**src/rtl/hazard_ctrl_if.sv**
```systemverilog
// Hazard controller bus: ID-stage decode sideband in, pipeline controls out.
interface hazard_ctrl_if #(
    parameter int CNT_W = 32
);
    logic             stall_ext;
    logic [4:0]       rs1_ID;
    logic [4:0]       rs2_ID;
    logic [4:0]       rd_ID;
    logic             rs1use_ID;
    logic             rs2use_ID;
    logic [1:0]       hazard_optype_ID;
    logic             Branch_ID;
    logic             PC_EN_IF;
    logic             reg_FD_EN;
    logic             reg_FD_stall;
    logic             reg_FD_flush;
    logic             reg_DE_EN;
    logic             reg_DE_flush;
    logic             reg_EM_EN;
    logic             reg_MW_EN;
    logic [1:0]       forward_ctrl_A;
    logic [1:0]       forward_ctrl_B;
    logic             forward_ctrl_ls;
    logic [CNT_W-1:0] stall_cnt;
    logic [CNT_W-1:0] flush_cnt;

    // Pipeline side: drives decode sideband, observes controls.
    modport master (
        output stall_ext, rs1_ID, rs2_ID, rd_ID, rs1use_ID, rs2use_ID,
               hazard_optype_ID, Branch_ID,
        input  PC_EN_IF, reg_FD_EN, reg_FD_stall, reg_FD_flush, reg_DE_EN,
               reg_DE_flush, reg_EM_EN, reg_MW_EN, forward_ctrl_A,
               forward_ctrl_B, forward_ctrl_ls, stall_cnt, flush_cnt
    );

    // Controller side.
    modport slave (
        input  stall_ext, rs1_ID, rs2_ID, rd_ID, rs1use_ID, rs2use_ID,
               hazard_optype_ID, Branch_ID,
        output PC_EN_IF, reg_FD_EN, reg_FD_stall, reg_FD_flush, reg_DE_EN,
               reg_DE_flush, reg_EM_EN, reg_MW_EN, forward_ctrl_A,
               forward_ctrl_B, forward_ctrl_ls, stall_cnt, flush_cnt
    );
endinterface

```
**src/rtl/hazard_ctrl.sv**
```systemverilog
// Hazard controller for a 5-stage RV32I pipeline with branch resolution in ID.
// Tracks optype/rd of instructions in EX/MEM/WB, raises load-use stalls,
// selects ID-stage forwarding, squashes IF/ID on taken branches and counts
// stall / flush cycles.
module hazard_ctrl #(
    parameter int CNT_W = 32
) (
    input logic         clk,
    input logic         rst,
    hazard_ctrl_if.slave bus
);
    localparam logic [1:0] OP_NONE  = 2'b00;
    localparam logic [1:0] OP_ALU   = 2'b01;
    localparam logic [1:0] OP_LOAD  = 2'b10;
    localparam logic [1:0] OP_STORE = 2'b11;

    typedef struct packed {
        logic [1:0] op;
        logic [4:0] rd;
    } shadow_t;

    // stage[0] = EX, stage[1] = MEM, stage[2] = WB
    shadow_t    stage [3];
    logic [4:0] ex_rs2;

    logic [4:0] src_idx  [2];
    logic       src_use  [2];
    logic       hit_ex   [2];
    logic       hit_mem  [2];
    logic       load_hit [2];
    logic [1:0] fwd      [2];

    logic store_id;
    logic ls;
    logic branch_flush;

    assign src_idx[0] = bus.rs1_ID;
    assign src_idx[1] = bus.rs2_ID;
    assign src_use[0] = bus.rs1use_ID;
    assign src_use[1] = bus.rs2use_ID;
    assign store_id   = (bus.hazard_optype_ID == OP_STORE);

    // Per-source match against EX and MEM; stores and empty slots never match.
    for (genvar gi = 0; gi < 2; gi++) begin : g_src
        assign hit_ex[gi]  = src_use[gi] && (src_idx[gi] != 5'd0) &&
                             (stage[0].rd == src_idx[gi]) &&
                             ((stage[0].op == OP_ALU) || (stage[0].op == OP_LOAD));
        assign hit_mem[gi] = src_use[gi] && (src_idx[gi] != 5'd0) &&
                             (stage[1].rd == src_idx[gi]) &&
                             ((stage[1].op == OP_ALU) || (stage[1].op == OP_LOAD));
        assign load_hit[gi] = hit_ex[gi] && (stage[0].op == OP_LOAD);
        // Nearest producer wins; WB needs no bypass (write-before-read regfile).
        assign fwd[gi] = (hit_ex[gi] && (stage[0].op == OP_ALU)) ? 2'd1 :
                         hit_mem[gi] ? ((stage[1].op == OP_LOAD) ? 2'd3 : 2'd2) :
                         2'd0;
    end

    // A store whose data (rs2) comes from a load in EX picks it up later via
    // forward_ctrl_ls, so only an address (rs1) dependence stalls it.
    assign ls           = load_hit[0] || (load_hit[1] && !store_id);
    assign branch_flush = !bus.stall_ext && !ls && bus.Branch_ID;

    assign bus.forward_ctrl_A  = fwd[0];
    assign bus.forward_ctrl_B  = (store_id && load_hit[1]) ? 2'd0 : fwd[1];
    assign bus.forward_ctrl_ls = (stage[0].op == OP_STORE) && (ex_rs2 != 5'd0) &&
                                 (stage[1].op == OP_LOAD) && (stage[1].rd == ex_rs2);

    // Pipeline enables/flushes: memory freeze > load-use stall > branch squash.
    always_comb begin
        bus.PC_EN_IF     = 1'b1;
        bus.reg_FD_EN    = 1'b1;
        bus.reg_FD_stall = 1'b0;
        bus.reg_FD_flush = 1'b0;
        bus.reg_DE_EN    = 1'b1;
        bus.reg_DE_flush = 1'b0;
        bus.reg_EM_EN    = 1'b1;
        bus.reg_MW_EN    = 1'b1;
        if (bus.stall_ext) begin
            bus.PC_EN_IF  = 1'b0;
            bus.reg_FD_EN = 1'b0;
            bus.reg_DE_EN = 1'b0;
            bus.reg_EM_EN = 1'b0;
            bus.reg_MW_EN = 1'b0;
        end else if (ls) begin
            bus.PC_EN_IF     = 1'b0;
            bus.reg_FD_stall = 1'b1;
            bus.reg_DE_flush = 1'b1;
        end else if (bus.Branch_ID) begin
            bus.reg_FD_flush = 1'b1;
        end
    end

    // Shadow pipeline: advance unless frozen, bubble into EX on load-use.
    always_ff @(posedge clk or posedge rst) begin
        if (rst) begin
            for (int i = 0; i < 3; i++) stage[i] <= '0;
            ex_rs2 <= 5'd0;
        end else if (!bus.stall_ext) begin
            for (int i = 2; i > 0; i--) stage[i] <= stage[i-1];
            if (ls) begin
                stage[0] <= '{op: OP_NONE, rd: 5'd0};
                ex_rs2   <= 5'd0;
            end else begin
                stage[0] <= '{op: bus.hazard_optype_ID, rd: bus.rd_ID};
                ex_rs2   <= bus.rs2_ID;
            end
        end
    end

    // Performance counters, frozen together with the pipeline; wrap on overflow.
    always_ff @(posedge clk or posedge rst) begin
        if (rst) begin
            bus.stall_cnt <= '0;
            bus.flush_cnt <= '0;
        end else if (!bus.stall_ext) begin
            if (ls)           bus.stall_cnt <= bus.stall_cnt + 1'b1;
            if (branch_flush) bus.flush_cnt <= bus.flush_cnt + 1'b1;
        end
    end

    // WB shadow is carried for completeness of the in-flight view; it is the
    // oldest stage and never feeds a bypass.
    logic wb_valid;
    assign wb_valid = (stage[2].op != OP_NONE) || (stage[2].rd != 5'd0);
    logic unused_wb;
    assign unused_wb = wb_valid;
endmodule
```
**src/flat_wrapper.sv**
```systemverilog
// flat-port wrapper written by rule: the top's interface ports become plain ports
module hazard_ctrl_flat 
#(
    parameter int CNT_W = 32
)
  (clk, rst, bus_stall_ext, bus_rs1_ID, bus_rs2_ID, bus_rd_ID, bus_rs1use_ID, bus_rs2use_ID, bus_hazard_optype_ID, bus_Branch_ID, bus_PC_EN_IF, bus_reg_FD_EN, bus_reg_FD_stall, bus_reg_FD_flush, bus_reg_DE_EN, bus_reg_DE_flush, bus_reg_EM_EN, bus_reg_MW_EN, bus_forward_ctrl_A, bus_forward_ctrl_B, bus_forward_ctrl_ls, bus_stall_cnt, bus_flush_cnt);
  hazard_ctrl_if #(.CNT_W(CNT_W)) bus_i ();
  input logic clk;
  input logic rst;
  input wire logic [$bits(bus_i.stall_ext)-1:0] bus_stall_ext;
  input wire logic [$bits(bus_i.rs1_ID)-1:0] bus_rs1_ID;
  input wire logic [$bits(bus_i.rs2_ID)-1:0] bus_rs2_ID;
  input wire logic [$bits(bus_i.rd_ID)-1:0] bus_rd_ID;
  input wire logic [$bits(bus_i.rs1use_ID)-1:0] bus_rs1use_ID;
  input wire logic [$bits(bus_i.rs2use_ID)-1:0] bus_rs2use_ID;
  input wire logic [$bits(bus_i.hazard_optype_ID)-1:0] bus_hazard_optype_ID;
  input wire logic [$bits(bus_i.Branch_ID)-1:0] bus_Branch_ID;
  output wire logic [$bits(bus_i.PC_EN_IF)-1:0] bus_PC_EN_IF;
  output wire logic [$bits(bus_i.reg_FD_EN)-1:0] bus_reg_FD_EN;
  output wire logic [$bits(bus_i.reg_FD_stall)-1:0] bus_reg_FD_stall;
  output wire logic [$bits(bus_i.reg_FD_flush)-1:0] bus_reg_FD_flush;
  output wire logic [$bits(bus_i.reg_DE_EN)-1:0] bus_reg_DE_EN;
  output wire logic [$bits(bus_i.reg_DE_flush)-1:0] bus_reg_DE_flush;
  output wire logic [$bits(bus_i.reg_EM_EN)-1:0] bus_reg_EM_EN;
  output wire logic [$bits(bus_i.reg_MW_EN)-1:0] bus_reg_MW_EN;
  output wire logic [$bits(bus_i.forward_ctrl_A)-1:0] bus_forward_ctrl_A;
  output wire logic [$bits(bus_i.forward_ctrl_B)-1:0] bus_forward_ctrl_B;
  output wire logic [$bits(bus_i.forward_ctrl_ls)-1:0] bus_forward_ctrl_ls;
  output wire logic [$bits(bus_i.stall_cnt)-1:0] bus_stall_cnt;
  output wire logic [$bits(bus_i.flush_cnt)-1:0] bus_flush_cnt;
  assign bus_i.stall_ext = bus_stall_ext;
  assign bus_i.rs1_ID = bus_rs1_ID;
  assign bus_i.rs2_ID = bus_rs2_ID;
  assign bus_i.rd_ID = bus_rd_ID;
  assign bus_i.rs1use_ID = bus_rs1use_ID;
  assign bus_i.rs2use_ID = bus_rs2use_ID;
  assign bus_i.hazard_optype_ID = bus_hazard_optype_ID;
  assign bus_i.Branch_ID = bus_Branch_ID;
  assign bus_PC_EN_IF = bus_i.PC_EN_IF;
  assign bus_reg_FD_EN = bus_i.reg_FD_EN;
  assign bus_reg_FD_stall = bus_i.reg_FD_stall;
  assign bus_reg_FD_flush = bus_i.reg_FD_flush;
  assign bus_reg_DE_EN = bus_i.reg_DE_EN;
  assign bus_reg_DE_flush = bus_i.reg_DE_flush;
  assign bus_reg_EM_EN = bus_i.reg_EM_EN;
  assign bus_reg_MW_EN = bus_i.reg_MW_EN;
  assign bus_forward_ctrl_A = bus_i.forward_ctrl_A;
  assign bus_forward_ctrl_B = bus_i.forward_ctrl_B;
  assign bus_forward_ctrl_ls = bus_i.forward_ctrl_ls;
  assign bus_stall_cnt = bus_i.stall_cnt;
  assign bus_flush_cnt = bus_i.flush_cnt;
  hazard_ctrl #(.CNT_W(CNT_W)) u_core (.clk(clk), .rst(rst), .bus(bus_i));
endmodule
```
**config.mk**
```make
export PLATFORM = sky130hd
export DESIGN_NAME = hazard_ctrl_flat
export DESIGN_NICKNAME = d
export VERILOG_FILES = /design/src/rtl/hazard_ctrl_if.sv /design/src/rtl/hazard_ctrl.sv /design/src/flat_wrapper.sv
export SDC_FILE = /design/constraint.sdc
export NUM_CORES = 1
export LEC_CHECK = 0
export ABC_AREA = 0
export CORE_MARGIN = 4
export CORE_UTILIZATION = 50
export CTS_CLUSTER_DIAMETER = 150
export DETAILED_ROUTE_END_ITERATION = 16
export PLACE_DENSITY = 0.8
export SYNTH_ARGS = -nofsm -noshare
export SYNTH_HDL_FRONTEND = slang
export SYNTH_SLANG_ARGS = --single-unit
```
**constraint.sdc**
```tcl
create_clock -name clk -period 3.4 [get_ports clk]
set_clock_uncertainty 0.1 [all_clocks]
set_input_delay 0.68 -clock clk [delete_from_list [all_inputs] [get_ports clk]]
set_output_delay 0.68 -clock clk [all_outputs]
set_load 0.05 [all_outputs]
```
==> results of run 1 <==
==> report_power, final <==
group	switching, W	leakage [nW]	internal [W]
registers	0.0000860	1.12	0.00105
logic	0.000290	1.36	0.000196
clock network	0.000360	0.106	0.000415
total	0.000736	2.58	0.00166
==> routing by layer <==
layer	up-vias	part of all wire, %	global-route usage [%]
met1	1744	44	30.08
li1	1668	-	-
met4	0	1.5	7.254
met3	17	6.2	4.498
met2	133	48	34.84
met5	-	0	0
==> worst min-delay path by stage <==
| stage | from | cells past startpoint | to |
|---|---|---|---|
| global route | u_core.bus.stall_cnt[9] | 1 | u_core.bus.stall_cnt[9] |
| finish | u_core.bus.stall_cnt[31] | 1 | u_core.bus.stall_cnt[31] |
| global placement | u_core.bus.stall_cnt[31] | 1 | u_core.bus.stall_cnt[31] |
| detailed placement | u_core.bus.flush_cnt[31] | 1 | u_core.bus.flush_cnt[31] |
| floorplan | u_core.stage[12] | 2 | u_core.stage[12] |
| CTS | u_core.bus.stall_cnt[31] | 1 | u_core.bus.stall_cnt[31] |
==> worst register-to-register path: stages, from the launching register on <==
cell and delay, ps:
dfrtp_1 380, inv_1 110, ha_4 220, or4_4 540, nor4_4 280, buf_4 210
a21oi_4 70, buf_4 250, nor4b_1 410, xor2_1 190
==> Yosys cell counts, types with 9 or more instances <==
cell type and number:
nor3_1 12, and3_1 13, nand4_1 26, dfrtp_1 83
inv_1 12, xor2_1 32, xnor2_1 54, o21ai_0 14
nand3_1 29, nor4_1 9, nor2_1 9, nand2_1 45
==> what timing repair did <==
| action | CTS | global route |
|---|---|---|
| endpoints found under the setup margin | 5 | 6 |
| hold buffers | 0 | 0 |
| gates resized for setup | 9 | 5 |
| buffers inserted | 2 | 0 |
| pin swaps | 4 | 4 |
==> stage by stage <==
step	setup WS [ps]	hold slack (ps)	std cells
after global routing	11.38	405.0	635
after CTS	7.241	377.0	635
after global placement	-65.84	359.4	617
after floorplan	39.66	353.0	413
after detailed placement	-118.6	361.3	617
final	74.28	369.7	635
==> area by class of cell <==
| type | count | area, µm² |
|---|---|---|
| clock buffers | 10 | 127.6 |
| clock inverters | 6 | 90.09 |
| fillers | 608 | 2472 |
| inverters | 12 | 46.29 |
| multi-input cells | 300 | 2135 |
| flip-flops and latches | 83 | 2077 |
| well taps | 105 | 131.4 |
| repair buffers | 119 | 1220 |
==> state kept, by name (all words and copies together), names as in the netlist <==
signal and cells:
u_core.stage 14, u_core.bus.flush_cnt 32, u_core.bus.stall_cnt 32, u_core.ex_rs2 5
==> kinds of logic after synthesis <==
group / count (synthesis)
and+or+nand+nor: 175
DFF: 83
adders and majority gates: 6
buffers and inverters: 30
AOI/OAI and AO/OA: 26
xor gates and xnor gates: 86
muxes: 7
==> flow_metrics.tcl, run 1 <==
set metrics [dict create \
    crit_required_ps 2620 \
    finalPower_w 0.002394 \
    crit_end "bus_reg_DE_flush" \
    slew_headroom_pct 36.59 \
    portBuffers 99 \
    rr_worst_depth 9 \
    path_max_fanout 5 \
    start_util_pct 51.97 \
    crit_family "simple AND/OR/NAND/NOR gates" \
    final_common_cell "dfrtp_1" \
    p_per_area_nw_per_um2 410.8 \
    cpPeakStageDelay_ps 530 \
    r2r-end "u_core.bus.stall_cnt[8]" \
    drtIter0Drc 226 \
    layout_min_cycle_time_ps 3326 \
    grt_max_degree 46 \
    pin_count 100 \
    drc 0 \
    hold_path.class "flop to flop" \
    max-vdd-ir-drop_mv 0.4040 \
    tightest_slew_ps 942.4 \
    crit_buf_inv 4 \
    avgSynthCellArea_um2 10.44 \
    max_freq_ghz 0.3007 \
    synthMuxAreaShare_pct 1.828 \
    cts_buffer_depth 2 \
    rsz0062_at_grt "false" \
    async_flop_share_pct 100.0 \
    antenna_found_initial 0 \
    drv_cap 0 \
    areaGrowthSynthToFinish_pct 35.10 \
    final_util_pct 70.21 \
    wl_um 10700 \
    hpwlAfterDp_um 7728 \
    yosys.area.top_type "dfrtp_1" \
    firstDrtPassIters 4 \
    startpoint_type "primary input" \
    root_buffer "clkbuf_8" \
    synth-compound-area-share_pct 3.829 \
    die_y_um 100.9 \
    num_rows 33 \
    layout-drive-gt1-share_pct 14.53 \
    syn_nets 442 \
    crit_path_top_delay_cell "or4_4" \
    synth_top_family_by_area "simple AND/OR/NAND/NOR gates" \
    cp_common_cell "buf_12" \
    postSynthCellCount 413 \
    first_global_vias 3589 \
    synth_flop_cell "dfrtp_1" \
    path_class "primary input to output pin" \
    synth_edf_count 0 \
    yosys.area_share.simple_pct 23.70 \
    outcome "completed" \
    critical_path_depth 8 \
    dieArea_um2 10180 \
    worstSkewPairLatency_ps 350 \
    crit_chain "dlygate4sd2_1 -> xor2_1 -> or4_4 -> nor4_4 -> buf_4 -> a22o_1 -> buf_12 -> buf_12" \
    cts_buffers 9 \
    gr-total-overflow 0 \
    leakage_nw 2.579 \
    yosysSeqAreaShare_pct 48.16 \
    fin_setup_tns_ps 0 \
    synth_seq_cells 83 \
    netlist_top_cells_area "dfrtp_1 48%, xnor2_1 11%, xor2_1 6.5%, nand2_1 3.9%, nand4_1 3.8%" \
    via_per_inst 5.609 \
    cts_tree "yes" \
    ant_nets 0 \
    synth_cell_type_count 42 \
    synthXorXnorAreaFrac_pct 17.46 \
    post_drt_wl_per_cell_um 16.84 \
    endpoint_kind "output pin" \
    grt_usage_pct 21.94 \
    fin_crit_sh_pct 97.82 \
    grt_first_pass_wirelength_um 17770 \
    startpoint "bus_rs2_ID[4]" \
    h-tree-depth 3 \
    clkTransAtPathRegs_ps 80 \
    place_congestion 0.8752 \
    setup_viol 0 \
    final_area_um2 5827 \
    drv_slew 0 \
    finalHoldViolCount 0 \
    syn-cell-area_um2 4313 \
    regToRegSetupSlack_ps 570 \
    layout_common_cells "83 x dfrtp_1, 81 x clkdlybuf4s50_1, 54 x xnor2_1" \
    cp.arrival_ps 2550 \
    place_area_um2 5560 \
    core_um2 8299 \
    num_vias 3562 \
    cts.sinks 83 \
    rr_startpoint "u_core.stage[19]" \
    finalNetCount 554 \
    num_antenna_cells 0 \
    synth.yosys.warnings 0 \
    die_w_um 100.9 \
    yosysTopAreaCellShare_pct 48.16 \
    synthAdderAreaFrac_pct 1.741 \
]
(Power assumes the default switching activity.)
==> run 2: changes to the inputs <==
- CTS_CLUSTER_SIZE: not set -> 20
- GPL_ROUTABILITY_DRIVEN: not set -> 0
==> flow_metrics.tcl, run 2 (synthesis gave the netlist of run 1 again) <==
set metrics [dict create \
    outcome "completed" \
    fin_ws_ps 40.21 \
    layout-drive-gt1-share_pct 15.20 \
    fin_crit_sh_pct 98.82 \
    grt_max_degree 46 \
    slew_headroom_pct 36.78 \
    grt_first_pass_wirelength_um 17880 \
    worstSkewPairLatency_ps 350 \
    die_y_um 100.9 \
    grt_usage_pct 22.04 \
    drtIter0Drc 169 \
    via_per_inst 5.627 \
    dieArea_um2 10180 \
    pin_count 100 \
    num_antenna_cells 0 \
    path_max_fanout 5 \
    first_global_vias 3667 \
    final_common_cell "dfrtp_1" \
    layout_min_cycle_time_ps 3360 \
    post_drt_wl_per_cell_um 17.07 \
    num_vias 3590 \
    crit_chain "clkdlybuf4s50_1 -> or4_4 -> o21ai_4 -> nor4_4 -> buf_4 -> a22o_1 -> buf_12 -> buf_12" \
    path_class "primary input to output pin" \
    hpwlAfterDp_um 7710 \
    endpoint_kind "output pin" \
    cpPeakStageDelay_ps 520 \
    h-tree-depth 3 \
    leakage_nw 2.597 \
    tightest_slew_ps 939.7 \
    finalHoldViolCount 0 \
    crit_path_top_delay_cell "or4_4" \
    wl_um 10890 \
    drv_slew 0 \
    hold_slack_ps 372.4 \
    swShare_pct 29.47 \
    root_buffer "clkbuf_8" \
    cts_buffer_depth 2 \
    power_frac_comb_pct 19.8 \
    max-vdd-ir-drop_mv 0.4561 \
    cts_tree "yes" \
    gr-total-overflow 0 \
    hold_path.class "flop to flop" \
    final_util_pct 70.83 \
    crit_required_ps 2620 \
    startpoint_type "primary input" \
    portBuffers 99 \
    switching_power_w 0.0007336 \
    core_um2 8299 \
    p_clk_share_pct 34.6 \
    pwr-share-seq_pct 45.5 \
    fin_setup_tns_ps 0 \
    firstDrtPassIters 4 \
    max_freq_ghz 0.2976 \
    start_util_pct 51.97 \
    finalNetCount 557 \
    ant_nets 0 \
    cp.arrival_ps 2580 \
    cts_buffers 9 \
    drv_cap 0 \
    die_w_um 100.9 \
    setup_viol 0 \
    num_rows 33 \
    reg.largest.list "u_core.bus.flush_cnt: 32 flops, u_core.bus.stall_cnt: 32 flops, u_core.stage: 14 flops" \
    nFillCells 619 \
    cp_common_cell "buf_12" \
    cts.sinks 83 \
    p_int_w 0.001756 \
    rsz0062_at_grt "false" \
    drc 0 \
    antenna_found_initial 0 \
    layout_common_cells "83 x dfrtp_1, 82 x clkdlybuf4s50_1, 54 x xnor2_1" \
    p_per_area_nw_per_um2 423.5 \
    clkTransAtPathRegs_ps 80 \
    dp_slack_ps -132.7 \
    areaGrowthSynthToFinish_pct 36.29 \
]
## run 2: through the flow
stage	cells	total power (W)	instance area, µm²
after floorplan	413	0.001442	4313
after global placement	619	0.001617	5563
after detailed placement	619	0.001631	5563
after CTS	638	0.002512	5869
after global routing	638	0.002594	5878
final	638	0.002489	5878
## run 2: per-layer routing
metal  up-vias  track usage, %  share of wire (%)
met4         0           7.047                2.0
met5         -               0                  0
li1       1676               -                  -
met1      1777           28.26                 44
met2       119           35.75                 48
met3        18           6.644                6.4
## run 2: power groups by stage
stage	combinational [W]	clock, W	sequential, W
floorplan	0.000183	0	0.00126
global placement	0.000468	0	0.00115
detailed placement	0.000481	0	0.00115
CTS	0.000495	0.000885	0.00113
global route	0.000528	0.000924	0.00114
finish	0.000493	0.000862	0.00113
## run 2: final timing paths
kind | slack [ps] | from | endpoint | cells past startpoint
hold / removal | 370 | u_core.bus.stall_cnt[31] | u_core.bus.stall_cnt[31] | 1
hold reg to reg | 370 | u_core.bus.stall_cnt[31] | u_core.bus.stall_cnt[31] | 1
min in group asynchronous | 670 | rst | u_core.bus.stall_cnt[9] | 2
setup / recovery | 40 | bus_rs2_ID[2] | bus_reg_DE_flush | 8
setup reg to reg | 620 | u_core.stage[18] | u_core.bus.stall_cnt[8] | 8
max in group asynchronous | 1870 | rst | u_core.stage[12] | 3
## run 2: worst max-delay path, delay by kind of cell
kind	cells	cell delay, ps
buffers and inverters	4	900
AO/OA/AOI/OAI	2	400
AND/OR/NAND/NOR	2	600
## run 2: layout make-up
cell class	instances	area (µm²)	share of cell area, %
Clock buffer	12	145.1	2.469
Clock inverter	4	97.59	1.660
Tap cell	105	131.4	2.235
Inverter	12	46.29	0.7876
Timing Repair Buffer	122	1232	20.97
Sequential cell	83	2077	35.33
Multi-Input combinational cell	300	2148	36.55
## run 2: timing repair
action / 4_1_cts / 5_1_grt
pin swaps: 6 / 3
hold buffers: 0 / 0
setup buffers: 3 / 0
cloned: 0 / 0
endpoints found under the setup margin: 5 / 6
resized for setup: 15 / 5
==> run 3: changes to the inputs <==
- CORE_MARGIN: 4 -> not set
==> flow_metrics.tcl, run 3 (synthesis gave the netlist of run 1 again) <==
set metrics [dict create \
    core_um2 8299 \
    final_common_cell "dfrtp_1" \
    grt_max_degree 43 \
    wl_um 10440 \
    leakage_nw 2.580 \
    crit_required_ps 2620 \
    num_antenna_cells 0 \
    cts.sinks 83 \
    h-tree-depth 3 \
    start_util_pct 51.97 \
    rsz0062_at_grt "false" \
    drc 0 \
    die_w_um 94.88 \
    max-vdd-ir-drop_mv 0.4938 \
    power_frac_comb_pct 20.8 \
    swShare_pct 31.14 \
    holdBufCountCts 0 \
    gr-total-overflow 0 \
    worstSkewPairLatency_ps 350 \
    fin_crit_sh_pct 98.16 \
    num_vias 3577 \
    finalHoldViolCount 0 \
    startpoint_type "primary input" \
    hold_path.class "flop to flop" \
    layout_min_cycle_time_ps 3337 \
    endpoint_kind "output pin" \
    die_y_um 94.88 \
    dp_slack_ps -74.55 \
    outcome "completed" \
    root_buffer "clkbuf_8" \
    num_rows 33 \
    drv_cap 0 \
    path_max_fanout 4 \
    cts_buffer_depth 2 \
    reg.largest.list "u_core.bus.flush_cnt: 32 flops, u_core.bus.stall_cnt: 32 flops, u_core.stage: 14 flops" \
    drv_slew 0 \
    pwr-share-seq_pct 48.9 \
    dieArea_um2 9001 \
    antenna_found_initial 0 \
    areaGrowthSynthToFinish_pct 35.07 \
    finalNetCount 559 \
    ant_nets 0 \
    cp.arrival_ps 2560 \
    layout_common_cells "83 x dfrtp_1, 82 x clkdlybuf4s50_1, 54 x xnor2_1" \
    cts_tree "yes" \
    pin_count 100 \
    post_drt_wl_per_cell_um 16.32 \
    layout-drive-gt1-share_pct 15.14 \
    p_int_w 0.001601 \
    portBuffers 99 \
    max_freq_ghz 0.2996 \
    clkTransAtPathRegs_ps 80 \
    grt_first_pass_wirelength_um 17050 \
    slew_headroom_pct 40.42 \
    nFillCells 626 \
    setup_viol 0 \
    hpwlAfterDp_um 7617 \
    cts_buffers 9 \
    path_class "primary input to output pin" \
    p_clk_share_pct 30.4 \
    final_util_pct 70.19 \
    first_global_vias 3507 \
    dp_cells 622 \
    drtIter0Drc 191 \
    final_cells 640 \
    via_per_inst 5.589 \
    firstDrtPassIters 4 \
    p_per_area_nw_per_um2 399.1 \
    tightest_slew_ps 885.6 \
    fin_ws_ps 62.66 \
    switching_power_w 0.0007241 \
    grt_usage_pct 24.51 \
]
==> run 3: what timing repair did <==
action / in CTS / in global routing
resized for setup: 6 / 7
setup endpoints to repair: 5 / 5
hold endpoints to repair: 0 / 0
buffers inserted: 2 / 0
pin swaps: 2 / 6
==> run 3: per-layer routing <==
metal	vias up	track usage (%)	wire [µm]
li1	1669	-	-
met1	1761	33.59	4673
met2	136	37.95	4932
met3	11	6.441	710
met4	0	7.702	127
met5	-	0	0
==> run 3: worst paths after layout <==
kind,end,depth (start not counted),start,slack [ps]
setup / recovery,bus_reg_DE_flush,8,bus_rs2_ID[0],60
max in group asynchronous,u_core.bus.stall_cnt[25],3,rst,1930
hold reg to reg,u_core.bus.stall_cnt[15],1,u_core.bus.stall_cnt[15],390
min in group asynchronous,u_core.bus.stall_cnt[9],2,rst,610
setup reg to reg,u_core.bus.stall_cnt[1],10,u_core.stage[19],610
hold / removal,u_core.bus.stall_cnt[15],1,u_core.bus.stall_cnt[15],390
==> run 3: per-stage QoR <==
| step | TNS, ps | power, W | area [µm²] | hold slack, ps |
|---|---|---|---|---|
| 2_1_floorplan | 0 | 0.001442 | 4313 | 353.0 |
| 6_report | 0 | 0.002325 | 5826 | 387.7 |
| 5_1_grt | 0 | 0.002418 | 5826 | 411.7 |
| 4_1_cts | 0 | 0.002340 | 5793 | 393.0 |
| 3_3_place_gp | -206.0 | 0.001615 | 5573 | 362.2 |
| 3_5_place_dp | -338.0 | 0.001628 | 5573 | 376.6 |
==> run 3: layout make-up <==
class	count	area, µm²	area share (%)
flip-flops and latches	83	2077	35.65
clock inverters	4	50.05	0.8591
clock buffers	12	145.1	2.491
inverters	12	46.29	0.7947
well taps	105	131.4	2.255
repair buffers	124	1234	21.18
multi-input cells	300	2142	36.77
==> run 3: critical path: stages <==
cell	delay (ps)
clkdlybuf4s50_1	440
or4_4	510
o21ai_4	190
nor4_4	80
buf_4	160
a22o_1	210
buf_12	150
buf_12	140
==> run 3: power groups by stage <==
stage	Combinational [W]	Sequential, W	Clock [W]
2_1_floorplan	0.000183	0.00126	0
3_3_place_gp	0.000466	0.00115	0
3_5_place_dp	0.000476	0.00115	0
4_1_cts	0.000481	0.00113	0.000726
5_1_grt	0.000514	0.00115	0.000758
6_report	0.000483	0.00114	0.000706
